## src/rtl/vga_frame_streamer.sv

```systemverilog
// Avalon-ST frame source: one H_ACTIVE x V_ACTIVE packet per frame built from a line buffer,
// optional border columns or colour bars, with ready/valid backpressure and prefetch pulses.
module vga_frame_streamer #(
   parameter int H_ACTIVE   = 640,
   parameter int V_ACTIVE   = 480,
   parameter int X_START    = 80,
   parameter int X_END      = 560,
   parameter int BORDER_EN  = 1,
   parameter int IN_BITS    = 8,
   parameter int OUT_BITS   = 10,
   parameter int ADDR_W     = 9,
   parameter int ROW_LEAD   = 80,
   parameter int FRAME_LEAD = 1040
) (
   input  logic                    clock_vga,
   input  logic                    reset,
   input  logic                    enable,
   input  logic                    test_pattern,
   input  logic [3*IN_BITS-1:0]    data,
   output logic [ADDR_W-1:0]       address,
   output logic [3*OUT_BITS-1:0]   src_data,
   output logic                    src_valid,
   input  logic                    src_ready,
   output logic                    src_sop,
   output logic                    src_eop,
   output logic                    next_row,
   output logic                    next_screen,
   output logic                    busy
);
   localparam int XW      = (H_ACTIVE > 1) ? $clog2(H_ACTIVE) : 1;
   localparam int YW      = (V_ACTIVE > 1) ? $clog2(V_ACTIVE) : 1;
   localparam int SCR_IDX = H_ACTIVE * V_ACTIVE - FRAME_LEAD;
   localparam logic [XW-1:0] X_LAST = XW'(H_ACTIVE - 1);
   localparam logic [YW-1:0] Y_LAST = YW'(V_ACTIVE - 1);
   localparam logic [XW-1:0] X_ROW  = XW'(H_ACTIVE - ROW_LEAD);
   localparam logic [XW-1:0] X_SCR  = XW'(SCR_IDX % H_ACTIVE);
   localparam logic [YW-1:0] Y_SCR  = YW'(SCR_IDX / H_ACTIVE);

   typedef enum logic {IDLE, STREAM} state_t;

   state_t                  state_reg, state_next;
   logic [XW-1:0]           x_reg, x_next;
   logic [YW-1:0]           y_reg, y_next;
   logic                    tp_reg;
   logic                    tp_cur;
   logic                    at_origin;
   logic                    load;
   logic                    accept;
   logic                    win_cur;
   logic                    border_cur;
   logic                    win_next;
   logic [ADDR_W-1:0]       addr_next;
   logic [2:0]              bar_inv;
   logic [3*OUT_BITS-1:0]   pixel;

   assign at_origin  = (x_reg == '0) && (y_reg == '0);
   assign accept     = src_valid && src_ready;
   assign tp_cur     = at_origin ? test_pattern : tp_reg;
   assign win_cur    = (int'(x_reg) >= X_START) && (int'(x_reg) <= X_END);
   assign border_cur = (BORDER_EN != 0) &&
                       ((int'(x_reg) == X_START - 1) || (int'(x_reg) == X_END + 1));
   assign win_next   = (int'(x_next) >= X_START) && (int'(x_next) <= X_END);
   assign addr_next  = win_next ? ADDR_W'(int'(x_next) - X_START) : '0;
   assign bar_inv    = 3'd7 - 3'((int'(x_reg) * 8) / H_ACTIVE);

   // A new frame is only started at the origin while enable is high; a frame already
   // under way always runs to its eop.
   always_comb begin
      state_next = state_reg;
      load       = 1'b0;
      busy       = 1'b0;
      case (state_reg)
         IDLE: begin
            if (enable)
               state_next = STREAM;
         end
         STREAM: begin
            busy = 1'b1;
            load = (!src_valid || src_ready) && !(at_origin && !enable);
            if (at_origin && !enable && (!src_valid || src_ready))
               state_next = IDLE;
         end
         default: state_next = IDLE;
      endcase
   end

   always_comb begin
      x_next = x_reg + 1'b1;
      y_next = y_reg;
      if (x_reg == X_LAST) begin
         x_next = '0;
         y_next = (y_reg == Y_LAST) ? '0 : y_reg + 1'b1;
      end
   end

   genvar gi;
   generate
      for (gi = 0; gi < 3; gi++) begin : g_chan
         logic [OUT_BITS-1:0] lb_chan;
         logic [OUT_BITS-1:0] chan;

         // Left-align the line-buffer channel; low bits are zero padding.
         assign lb_chan = OUT_BITS'(data[gi*IN_BITS +: IN_BITS]) << (OUT_BITS - IN_BITS);

         always_comb begin
            chan = '0;
            if (tp_cur)
               chan = {OUT_BITS{bar_inv[gi]}};
            else if (win_cur)
               chan = lb_chan;
            else if (border_cur)
               chan = '1;
         end

         assign pixel[gi*OUT_BITS +: OUT_BITS] = chan;
      end
   endgenerate

   always_ff @(posedge clock_vga) begin
      if (reset) begin
         state_reg   <= IDLE;
         x_reg       <= '0;
         y_reg       <= '0;
         tp_reg      <= 1'b0;
         address     <= '0;
         src_data    <= '0;
         src_valid   <= 1'b0;
         src_sop     <= 1'b0;
         src_eop     <= 1'b0;
         next_row    <= 1'b0;
         next_screen <= 1'b0;
      end else begin
         state_reg   <= state_next;
         next_row    <= load && (x_reg == X_ROW);
         next_screen <= load && (x_reg == X_SCR) && (y_reg == Y_SCR);
         if (state_reg == IDLE && enable)
            tp_reg <= test_pattern;
         if (load) begin
            src_data  <= pixel;
            src_valid <= 1'b1;
            src_sop   <= at_origin;
            src_eop   <= (x_reg == X_LAST) && (y_reg == Y_LAST);
            x_reg     <= x_next;
            y_reg     <= y_next;
            address   <= addr_next;
            if (at_origin)
               tp_reg <= test_pattern;
         end else if (accept) begin
            src_valid <= 1'b0;
         end
      end
   end
endmodule

```

## config.mk

```make
export PLATFORM = sky130hd
export DESIGN_NAME = vga_frame_streamer
export DESIGN_NICKNAME = d
export VERILOG_FILES = /design/src/rtl/vga_frame_streamer.sv
export SDC_FILE = /design/constraint.sdc
export NUM_CORES = 1
export LEC_CHECK = 0
export ABC_AREA = 1
export CORE_MARGIN = 3
export CORE_UTILIZATION = 40
export CTS_CLUSTER_DIAMETER = 60
export CTS_CLUSTER_SIZE = 24
export DETAILED_ROUTE_END_ITERATION = 6
export HOLD_SLACK_MARGIN = 0.05
export PLACE_DENSITY = 0.66
export SLEW_MARGIN = 0
export SYNTH_ARGS = -nofsm -noshare
export SYNTH_HDL_FRONTEND = slang
export SYNTH_SLANG_ARGS = --single-unit
```

## constraint.sdc

```tcl
create_clock -name clock_vga -period 3 [get_ports clock_vga]
set_input_delay 0.6 -clock clock_vga [delete_from_list [all_inputs] [get_ports clock_vga]]
set_output_delay 0.6 -clock clock_vga [all_outputs]
set_load 0.05 [all_outputs]
```

---- Word-level counts from Yosys, hierarchy flattened ----
Index checks and enable logic that the tools add are counted.
Widths: inputs -> output; s select.
word-level totals
  bits in registers ....................... 65
  input port bits ......................... 29
  output and inout bits ................... 45
  logic and storage cells ................. 70
operators by class
  add/sub/neg operators ................... 4
  div/mod/pow operators ................... 1
  $lt $le $gt $ge ......................... 4
  eq/ne operators ......................... 7
  muxes and demuxes ....................... 21
  bitwise logic cells ..................... 1
  reduce and logical (&&, ||, !) cells .... 21
operator list
  kind                    count
  $mux 10                 8
  $div 14x11->32 const B  1
  $eq 10x10->1 const B    3
  $eq 10x8->1 const B     2
  $ge 10x7->1 const B     2
  $le 10x10->1 const B    2
  $eq 9x9->1 const B      2
  $mux 9                  2
  $logic_and 1x1->1       12
  $add 10x1->10 const B   1
  $logic_not 10->1        1
  $mux 1                  10
  $add 9x1->9 const B     1
  $logic_not 9->1         1
  $sub 9x7->9 const B     1
  $logic_not 1->1         3
  $sub 3x3->3 const A     1
  $logic_or 1x1->1        2
  $pmux 1 s2              1
  $reduce_and 2->1        1
  $reduce_bool 2->1       1
  $not 1->1               1

---- Logic depth before layout (Yosys ltp) ----
  word-level depth ........................ 8
  gate-level depth with buffers ........... 29
  mapped depth without buffers ............ 29

---- Worst setup path before layout ----
Ideal clock, no wire load.
  kind .................................... register to register
  start point ............................. reg x_reg[0]
  end point ............................... reg src_data[1]
  setup time .............................. 0.067 ns
  arrival ................................. 3.124 ns
  required time ........................... 2.933 ns
  slack ................................... -0.190 ns
  stages on the path, launching flop included .. 26
  buffers on the path ..................... 0
  clock period less this slack ............ 3.190 ns
  path through ............................ dfxtp_1 > inv_1 > ha_1 > nor2_2 > nand3_2 > nand2_4 > nand3_4 > nand2_2 > inv_1 > nor2_1 > nand3_4 > nand2_1 > nand2_2 > nand2_4 > nand2_1 > nor2_2 > nand2_4 > nor2_4 > nand2_1 > nand2_1 > inv_2 > nand2_2 > nand3_2 > nor2_2 > nand3_4 > a21oi_2
on the way
  cells in the longest elaborated chain, start to end .. 6
  elaborated cells on any way between the ends .. 18
  classes of those cells .................. 1 x add/sub; 1 x div; 2 x order compare; 2 x eq/ne; 5 x mux; 7 x reduce/logical
ends and longest elaborated chain
  what                                                                    RTL line  source
  from (decl)                                                             42        logic [XW-1:0] x_reg, x_next;
  from (signal assigned)                                                  143       x_reg <= x_next;
  parallel branches: the longest is 6 deep, another holds $div 14x11->32  --
  to (signal assigned)                                                    139       src_data <= pixel;
  to (decl)                                                               21        output logic [3*OUT_BITS-1:0] src_data,
Parallel ways; which one is timed is not known.
A chain may end at the register's enable or synchronous reset.

---- Worst setup path in the final report ----
  start point ............................. reg x_reg[2]
  end point ............................... reg src_data[9]
Same word-level chain as after synthesis.

==> results.sh <==
export IMPL_relSlewSlack_pct=64.2
export IMPL_syn2layout_area_growth_pct=53.0
export IMPL_max_slew_worst_pin_slew_ns=0.535
export IMPL_synth_cell_types=37
export IMPL_critPathCaptureType="flop"
export IMPL_grt_max_degree=47
export IMPL_swShare_pct=46.1
export IMPL_r2r_start="x_reg[2]$_SDFFE_PP0P_"
export IMPL_wire_per_inst_um=14.6
export IMPL_clock_fmax_ghz=0.308
export IMPL_grt_pass1_vias=4578
export IMPL_drv_cap=0
export IMPL_cts_buffer_depth=2
export IMPL_postRouteAntennaNets=0
export IMPL_hold_class="reg -> reg"
export IMPL_violations="setup timing"
export IMPL_wl_mm=13.2
export IMPL_cts_tree="done"
export IMPL_worstHoldPathCells=2
export IMPL_r2r_cells=22
export IMPL_fp_dieW_um=107
export IMPL_cts_hold_buf=0
export IMPL_largest_register_ffs=27
export IMPL_io_pins=74
export IMPL_avgSynthCellArea_um2=6.70
export IMPL_initial_core_util_pct=41.3
export IMPL_clk_latency_ns=0.34
export IMPL_combPwrFrac_pct=59.8
export IMPL_arrival_ns=3.52
export IMPL_clkTransAtPathRegs_ns=0.07
export IMPL_grt_ovfl_total=0
export IMPL_power_mw=4.50
export IMPL_reg2reg_to="src_data[9]$_SDFFE_PP0P_"
export IMPL_timing_hold_ws_ns=0.476
export IMPL_min_to="address[4]$_SDFFE_PP0P_"
export IMPL_diodes=0
export IMPL_syn_area_um2=4060
export IMPL_final_cell_mix="115 x nand2_1, 89 x buf_4, 73 x clkdlybuf4s50_1"
export IMPL_grt_first_pass_wirelength_mm=20.8
export IMPL_rsz0062_at_grt="yes"
export IMPL_startpoint="x_reg[2]$_SDFFE_PP0P_"
export IMPL_syn_num_nets=647
export IMPL_drt_iter0_drc=311
export IMPL_finalSetupViolations=18
export IMPL_rows=36
export IMPL_p_sw_mw=2.08
export IMPL_cts_max_level=3
export IMPL_drive_above_1_share_pct=30.3
export IMPL_cts_buffers=9
export IMPL_gp_congestion=0.915
export IMPL_p_per_area_nw_per_um2=725
export IMPL_pwr_share_clk_pct=18.4
export IMPL_synth_cells=606
export IMPL_r2r_slack_ns=-0.24
export IMPL_skew_ns=0.00965
export IMPL_die_y_um=107
export IMPL_dpl_hpwl_mm=9.15
export IMPL_p_seq_share_pct=21.8
export IMPL_ys_ff_latch=62
export IMPL_antenna_found_initial=0
export IMPL_first_pass_iters=7
export IMPL_worstSetupPathType="reg -> reg"
export IMPL_status="finished, violations left"
export IMPL_cts_root_buf="clkbuf_8"
export IMPL_startpoint_type="flop"
export IMPL_crit_fanout=8
export IMPL_final_max_slew_viol_count=0
export IMPL_fin_ws_ns=-0.242
export IMPL_period_needed_ns=3.24
export IMPL_ys_warn_count=0
export IMPL_irDropWorstVdd_uv=421
export IMPL_min_delay_start="address[4]$_SDFFE_PP0P_"
export IMPL_via_count=4655
export IMPL_mostFrequentLayoutCell="nand2_1"
export IMPL_cts_num_sinks=62
export IMPL_required_ns=3.28
export IMPL_finalCritPeriodShare_pct=108
export IMPL_grt_use_total_pct=22.1
export IMPL_final_nets=808
export IMPL_viasPerCell=5.14
export IMPL_core_area_um2=9820
export IMPL_total_leakage_power_nw=2.73
export IMPL_dpl_cell_area_um2=5460
export IMPL_p_int_mw=2.43
export IMPL_design_area_um2=6210
export IMPL_hold_viol=0
export IMPL_drc=0
export IMPL_port_buffers=73
export IMPL_ys_seq_area_share_pct=30.6
export IMPL_dieArea_um2=11400
cells by family (layout without fill, tap and decap cells):
kind of cell / after synthesis / in the layout / synth area share [%]
AO/OA/AOI/OAI: 118 / 118 / 16.8
XOR/XNOR: 11 / 11 / 2.37
adder cells (fa/ha/maj): 12 / 12 / 3.70
buffers and inverters: 98 / 259 / 9.65
flip-flops: 62 / 62 / 30.6
multiplexers: 1 / 2 / 0.247
AND/OR/NAND/NOR: 304 / 308 / 36.6
power groups by stage:
stage               registers, mW  clock network, mW  logic, mW
global route                0.994              0.873       2.89
global placement            0.991                  0       2.20
finish                      0.982              0.827       2.69
detailed placement          0.995                  0       2.23
CTS                         0.980              0.843       2.44
floorplan                    1.25                  0       1.21
timing repair:
item                                    CTS  global route
cloned                                    3             2
endpoints found under the setup margin   25            32
endpoints found under the hold margin     0             0
pin swaps                                13            11
buffers inserted                          9             9
resized for setup                        39            41
critical path: stages (launching register included):
cell	delay, ns
dfxtp_1	0.46
inv_1	0.09
nand2_1	0.15
nor2_4	0.05
nand3_4	0.11
buf_4	0.14
nand4_1	0.13
nand2_2	0.12
nor2_2	0.06
nor2_4	0.17
nand3_4	0.17
nand2_4	0.12
nand2_4	0.07
nor2_4	0.12
nand3_2	0.10
nand2_2	0.11
buf_4	0.10
nand3_1	0.11
a31oi_2	0.24
nand2_2	0.09
nor2_4	0.15
nand3_4	0.15
a21oi_2	0.16
cells in the mapped netlist (all sizes together):
| cell type | n | share of area, % |
|---|---|---|
| nand4 | 18 | 2.8 |
| buf | 7 | 1.2 |
| nor3 | 11 | 1.4 |
| nor2 | 62 | 7.1 |
| o21bai | 4 | 0.74 |
| ha | 12 | 3.7 |
| nand2 | 151 | 16 |
| a211oi | 3 | 0.56 |
| a21oi | 60 | 8.4 |
| nor3b | 3 | 0.56 |
| inv | 76 | 7.0 |
| and3 | 1 | 0.15 |
| o211ai | 2 | 0.37 |
| nor4 | 7 | 1.1 |
| a311oi | 1 | 0.22 |
| dfxtp | 62 | 31 |
| or2 | 8 | 1.2 |
| xor2 | 9 | 1.9 |
| mux2i | 1 | 0.25 |
| xnor2 | 2 | 0.43 |
| clkbuf | 15 | 1.4 |
| nand3 | 43 | 6.8 |
| a31oi | 11 | 1.7 |
| o21ai | 37 | 4.8 |
metal layers:
layer / GRT usage (%) / wire length (um) / up-vias
met4: 6.30 / 237 / 0
met2: 39.0 / 6630 / 156
met3: 4.70 / 706 / 20
met1: 26.9 / 5610 / 2147
met5: 0 / 0 / -
li1: - / - / 2332
per-stage QoR:
step           setup TNS [ns]  instances  setup WS, ns  util (%)
2_1_floorplan               0        606        0.0111         -
3_3_place_gp            -3.42        866        -0.280      55.6
3_5_place_dp            -5.38        866        -0.368      55.6
4_1_cts                -0.872        894        -0.112      60.3
5_1_grt                 -5.52        905        -0.453      63.2
6_report                -2.15        905        -0.242      63.2
final cells by class:
type | instances | area [um^2]
timing repair buffer | 167 | 1460
clock buffer | 9 | 124
tap | 133 | 166
fill | 918 | 3610
sequential | 62 | 1250
clock inverter | 7 | 97.6
multi-input combinational | 451 | 2820
inverter | 76 | 293
how the worst max path moves through the flow:
stage	end	slack (ns)	cells past startpoint
2_1_floorplan	src_data[1]$_SDFFE_PP0P_	0.01	25
4_1_cts	src_data[6]$_SDFFE_PP0P_	-0.11	23
5_1_grt	src_data[9]$_SDFFE_PP0P_	-0.45	22
6_report	src_data[9]$_SDFFE_PP0P_	-0.24	22
3_5_place_dp	src_data[14]$_SDFFE_PP0P_	-0.37	22
3_3_place_gp	src_data[18]$_SDFFE_PP0P_	-0.28	22
Note: power is estimated with default switching activity, not from simulation.
